### src/rtl/sgmii_an_cfg_rx.sv
// SGMII receive auto-negotiation parser: finds /C/ and /I/ ordered sets,
// qualifies the link-partner config word and exposes its SGMII fields.
module sgmii_an_cfg_rx #(
  parameter int MATCH_COUNT = 3,
  parameter int CNT_W       = 4
) (
  input  logic        sgmii_clk_in,
  input  logic        reset_n,
  input  logic        rx_valid,
  input  logic [7:0]  rx_data,
  input  logic        rx_is_k,
  input  logic        rx_code_err,
  output logic        cfg_valid,
  output logic [15:0] cfg_word,
  output logic        ability_match,
  output logic        ack_match,
  output logic        idle_match,
  output logic        restart_seen,
  output logic        lp_link,
  output logic        lp_duplex,
  output logic [1:0]  lp_speed
);

  typedef enum logic [1:0] {
    HUNT   = 2'd0,
    COMMA  = 2'd1,
    CFG_LO = 2'd2,
    CFG_HI = 2'd3
  } state_t;

  localparam logic [CNT_W-1:0] CNT_ZERO = {CNT_W{1'b0}};
  localparam logic [CNT_W-1:0] CNT_ONE  = CNT_W'(1);
  localparam logic [CNT_W-1:0] CNT_MAX  = {CNT_W{1'b1}};
  localparam logic [CNT_W-1:0] MATCH_TH = CNT_W'(MATCH_COUNT);
  localparam logic [15:0]      ACK_MASK = 16'hBFFF;

  state_t           state_r;
  logic [7:0]       lo_r;
  logic [15:0]      prev_r;
  logic [CNT_W-1:0] cfg_cnt_r;
  logic [CNT_W-1:0] idle_cnt_r;

  logic             comma_s;
  logic             cfg_start_s;
  logic             idle_end_s;
  logic [15:0]      new_word_s;
  logic             new_run_s;
  logic [CNT_W-1:0] cfg_cnt_nxt_s;
  logic [CNT_W-1:0] idle_cnt_nxt_s;
  logic             ability_nxt_s;

  assign comma_s     = rx_is_k && (rx_data == 8'hBC);
  assign cfg_start_s = !rx_is_k && ((rx_data == 8'hB5) || (rx_data == 8'h42));
  assign idle_end_s  = !rx_is_k && ((rx_data == 8'hC5) || (rx_data == 8'h50));
  assign new_word_s  = {rx_data, lo_r};
  // Bit 14 (ack) is ignored when deciding whether two words belong to the same run.
  assign new_run_s   = (cfg_cnt_r == CNT_ZERO) ||
                       ((new_word_s & ACK_MASK) != (prev_r & ACK_MASK));

  // Next values of both match counters for a set completing this cycle.
  always_comb begin
    cfg_cnt_nxt_s  = CNT_ZERO;
    idle_cnt_nxt_s = CNT_ZERO;
    if (new_run_s) begin
      cfg_cnt_nxt_s = CNT_ONE;
    end else if (cfg_cnt_r == CNT_MAX) begin
      cfg_cnt_nxt_s = CNT_MAX;
    end else begin
      cfg_cnt_nxt_s = cfg_cnt_r + CNT_ONE;
    end
    if (idle_cnt_r == CNT_MAX) begin
      idle_cnt_nxt_s = CNT_MAX;
    end else begin
      idle_cnt_nxt_s = idle_cnt_r + CNT_ONE;
    end
    ability_nxt_s = (cfg_cnt_nxt_s >= MATCH_TH);
  end

  // Ordered-set FSM, match counters and all registered outputs.
  always_ff @(posedge sgmii_clk_in) begin
    if (!reset_n) begin
      state_r       <= HUNT;
      lo_r          <= 8'h00;
      prev_r        <= 16'h0000;
      cfg_cnt_r     <= CNT_ZERO;
      idle_cnt_r    <= CNT_ZERO;
      cfg_valid     <= 1'b0;
      cfg_word      <= 16'h0000;
      ability_match <= 1'b0;
      ack_match     <= 1'b0;
      idle_match    <= 1'b0;
      restart_seen  <= 1'b0;
      lp_link       <= 1'b0;
      lp_duplex     <= 1'b0;
      lp_speed      <= 2'b00;
    end else if (!rx_valid) begin
      cfg_valid    <= 1'b0;
      restart_seen <= 1'b0;
    end else if (rx_code_err) begin
      state_r       <= HUNT;
      cfg_cnt_r     <= CNT_ZERO;
      idle_cnt_r    <= CNT_ZERO;
      cfg_valid     <= 1'b0;
      restart_seen  <= 1'b0;
      ability_match <= 1'b0;
      ack_match     <= 1'b0;
      idle_match    <= 1'b0;
    end else begin
      cfg_valid    <= 1'b0;
      restart_seen <= 1'b0;
      case (state_r)
        HUNT: begin
          state_r <= comma_s ? COMMA : HUNT;
        end
        COMMA: begin
          if (comma_s) begin
            state_r <= COMMA;
          end else if (cfg_start_s) begin
            state_r <= CFG_LO;
          end else if (idle_end_s) begin
            state_r       <= HUNT;
            idle_cnt_r    <= idle_cnt_nxt_s;
            idle_match    <= (idle_cnt_nxt_s >= MATCH_TH);
            cfg_cnt_r     <= CNT_ZERO;
            ability_match <= 1'b0;
            ack_match     <= 1'b0;
          end else begin
            state_r <= HUNT;
          end
        end
        CFG_LO: begin
          if (comma_s) begin
            state_r <= COMMA;
          end else begin
            lo_r    <= rx_data;
            state_r <= CFG_HI;
          end
        end
        CFG_HI: begin
          if (comma_s) begin
            state_r <= COMMA;
          end else begin
            state_r       <= HUNT;
            cfg_valid     <= 1'b1;
            cfg_word      <= new_word_s;
            cfg_cnt_r     <= cfg_cnt_nxt_s;
            prev_r        <= new_run_s ? new_word_s : prev_r;
            idle_cnt_r    <= CNT_ZERO;
            idle_match    <= 1'b0;
            ability_match <= ability_nxt_s;
            ack_match     <= ability_nxt_s && rx_data[6];
            restart_seen  <= ability_nxt_s && !ability_match && (new_word_s == 16'h0000);
            if (ability_nxt_s) begin
              lp_link   <= rx_data[7];
              lp_duplex <= rx_data[4];
              lp_speed  <= rx_data[3:2];
            end else begin
              lp_link   <= lp_link;
              lp_duplex <= lp_duplex;
              lp_speed  <= lp_speed;
            end
          end
        end
        default: begin
          state_r <= HUNT;
        end
      endcase
    end
  end

endmodule

### config.mk
export PLATFORM = sky130hd
export DESIGN_NAME = sgmii_an_cfg_rx
export DESIGN_NICKNAME = d
export VERILOG_FILES = /design/src/rtl/sgmii_an_cfg_rx.sv
export SDC_FILE = /design/constraint.sdc
export NUM_CORES = 1
export LEC_CHECK = 0
export CAP_MARGIN = 40
export CORE_AREA = 2 2 83 85
export CTS_CLUSTER_SIZE = 10
export DETAILED_ROUTE_END_ITERATION = 12
export DIE_AREA = 0 0 85 87
export DONT_BUFFER_PORTS = 1
export GPL_ROUTABILITY_DRIVEN = 0
export PLACE_DENSITY = 0.58
export SLEW_MARGIN = 20
export SYNTH_ARGS = -nofsm -noshare
export SYNTH_HDL_FRONTEND = slang
export SYNTH_SLANG_ARGS = --single-unit
### constraint.sdc
create_clock -name sgmii_clk_in -period 5 [get_ports sgmii_clk_in]
set_clock_uncertainty 0.05 [all_clocks]
set_input_delay 0.75 -clock sgmii_clk_in [delete_from_list [all_inputs] [get_ports sgmii_clk_in]]
set_output_delay 0.75 -clock sgmii_clk_in [all_outputs]
set_load 0.02 [all_outputs]
==> summary.txt <==
Hold buffers post-CTS: 0
Critical path launch point type: register
Seq cells post-synth: 58
CP Max Fanout: 17
Final hold slack: 0.443 ns
Post-synth top area share: 40.4%
Final hold violations: 0
Met2 track utilization from global routing: 29.7%
Top-count cell post-synth: dfxtp_1
Fin crit share: 44.2%
GRT overflow: 0
FILL cells: 641
RSZ-0062 raised after global routing: no
Number of remaining DRC errors: 0
Pre-CTS setup slack: 2.60 ns
Via count: 2405
IO Pins: 38
Die H: 87 um
Mux contribution to synthesized area: 3.83%
Final Max Tran Viols: 0
Vias in the first global route: 2251
Clk root buf: clkbuf_8
H-tree lvl count: 3
Crit Path Category: register to register
Clock transition at the registers of the reported paths: 0.07 ns
Wire per inst: 16.3 um
Post-synthesis compound-gate area fraction: 21.5%
Main combinational cell family by area after synthesis: compound AO/OA/AOI/OAI gates
Syn nets: 359
CP required: 5.23 ns
Share of cells above drive strength 1: 10.5%
Top post-synthesis cells by area: dfxtp_1, a21oi_1, nand2_1
Layout area overhead: 6.58%
I/O Buffers: 0
Setup_tns: 0 ns
Met1 usage: 25.3%
Synth Area in XOR/XNOR: 4.58%
Post-CTS Setup Inserts: 0
Met3 Usage GRT: 5.31%
Worst Tran Pin Value: 0.560 ns
Yosys cell types: 51
Cells after DPL: 398
HPWL Detailed: 4600 um
Max-cap violation count: 0
Core Util, Final: 46.6%
Largest net degree at the start of global routing: 49
Clk sinks: 58
CTS tree: done
Endpoints failing setup: 0
Post-CTS resize count: 0
Post-Layout Cell Count: 414
EDFF count, synth: 0
Dominant cell type by area after synthesis: dfxtp_1
Post-Synth Adder-Cell Area: 2.61%
FP Rows: 30
Tmin final: 2.21 ns
CTS Buf Count: 9
Gr busiest metal: met2
Maximum vdd drop: 0.188 mV
Hold crit path type: register to register
Asr flop ratio synth: 0%
Syn Area/Cell: 8.45 um^2
FF/Latch Area: 0.00116 mm^2
Pre-antenna DRT Iters: 4
Initial antenna violation count: 0
Pwr Total: 0.878 mW
CP Capture Type: register
Synth Flop Type: dfxtp_1
Antenna viol nets, final: 0
Final worst slack: 2.79 ns
GRT Total Usage: 19.3%
Core area: 0.00657 mm^2
Synthesized area: 0.00287 mm^2
Arr. time, crit path: 2.44 ns
Leakage power: 1.07 nW
Warnings, synthesis: 0
Die area: 0.00740 mm^2
WL final: 6770 um
DRT iter0 DRCs: 151
Dpl cell area: 0.00288 mm^2
Nets@finish: 348
Die width: 85 um
Status: completed
Multi-input logic area: 0.00153 mm^2
Mapped Cells: 340
Pwr per Cell Area: 287 mW/mm^2
Vias per cell: 5.81
Clk_lat worst skew: 0.34 ns
Final Cell Area: 0.00306 mm^2
First-pass GRT wire length: 11300 um
Ant diodes: 0
Initial Util: 43.7%
Sequential area share after synthesis: 40.4%
Max Clock Freq: 452 MHz
Post-Synth Simple-Gate Area: 20.7%
Slew headroom: 62.7%
Most frequent cells after synthesis: dfxtp_1, a21oi_1, nand2_1
Clock Path Buffers: 2
sequential cells by signal (all words and copies together) (netlist names):
register	flops
state_r	2
restart_seen	1
ability_match	1
cfg_cnt_r	4
cfg_valid	1
idle_cnt_r	4
lp_duplex	1
idle_match	1
lp_link	1
cfg_word	16
lo_r	8
lp_speed	2
ack_match	1
prev_r	15
worst paths after layout:
kind	start	to	slack (ns)	cells past startpoint
worst min-delay path	prev_r[9]	prev_r[9]	0.44	2
worst max-delay path	cfg_cnt_r[0]	ack_match	2.79	7
worst max register to register	cfg_cnt_r[0]	ack_match	2.79	7
worst min register to register	prev_r[9]	prev_r[9]	0.44	2
metal layers:
| layer | vias up | share of wire, % |
|---|---|---|
| met1 | 1164 | 48 |
| li1 | 1179 | - |
| met4 | 0 | 1.5 |
| met2 | 53 | 46 |
| met3 | 9 | 5.0 |
| met5 | - | 0 |
placed cells by master, fill, tap and decap left out, drive strengths merged, types with 2 or more instances in the layout:
| cell | n |
|---|---|
| nand2b | 2 |
| nand3 | 27 |
| o221a | 2 |
| and3 | 4 |
| dfxtp | 58 |
| clkbuf | 10 |
| mux2i | 11 |
| xor2 | 15 |
| nand2 | 42 |
| clkinv | 2 |
| nor4 | 8 |
| inv | 11 |
| o21ai | 26 |
| o21a | 3 |
| a21oi | 44 |
| and2 | 2 |
| nor2 | 19 |
| ha | 6 |
| nand4 | 4 |
| a41oi | 3 |
| and4 | 3 |
| nand3b | 2 |
| a211oi | 2 |
| clkinvlp | 3 |
| buf | 5 |
kinds of logic after synthesis:
group,Yosys count
AO/OA/AOI/OAI,94
AND/OR/NAND/NOR,119
adder cells (fa/ha/maj),6
buffers and inverters,37
XOR/XNOR,15
multiplexers,11
flip-flops,58
report_power, final:
| group | switching (mW) | internal [mW] |
|---|---|---|
| sequential | 0.000853 | 0.462 |
| combinational | 0.0157 | 0.00948 |
| clock | 0.197 | 0.193 |
layout make-up:
class	count	share of cell area, %
Clock buffer	10	4.50
Clock inverter	6	1.35
Inverter	10	1.23
Multi-Input combinational cell	245	50.1
Sequential cell	58	37.9
Tap cell	80	3.27
Timing Repair Buffer	5	1.59
critical path, cell delays in order (launching register included):
cell and delay, ns:
dfxtp_1 0.40, inv_1 0.10, ha_1 0.23, a2111oi_2 0.33, and4_1 0.49, buf_8 0.22
and4_1 0.21, a32o_1 0.12
Power figures use the tool's default switching activity.
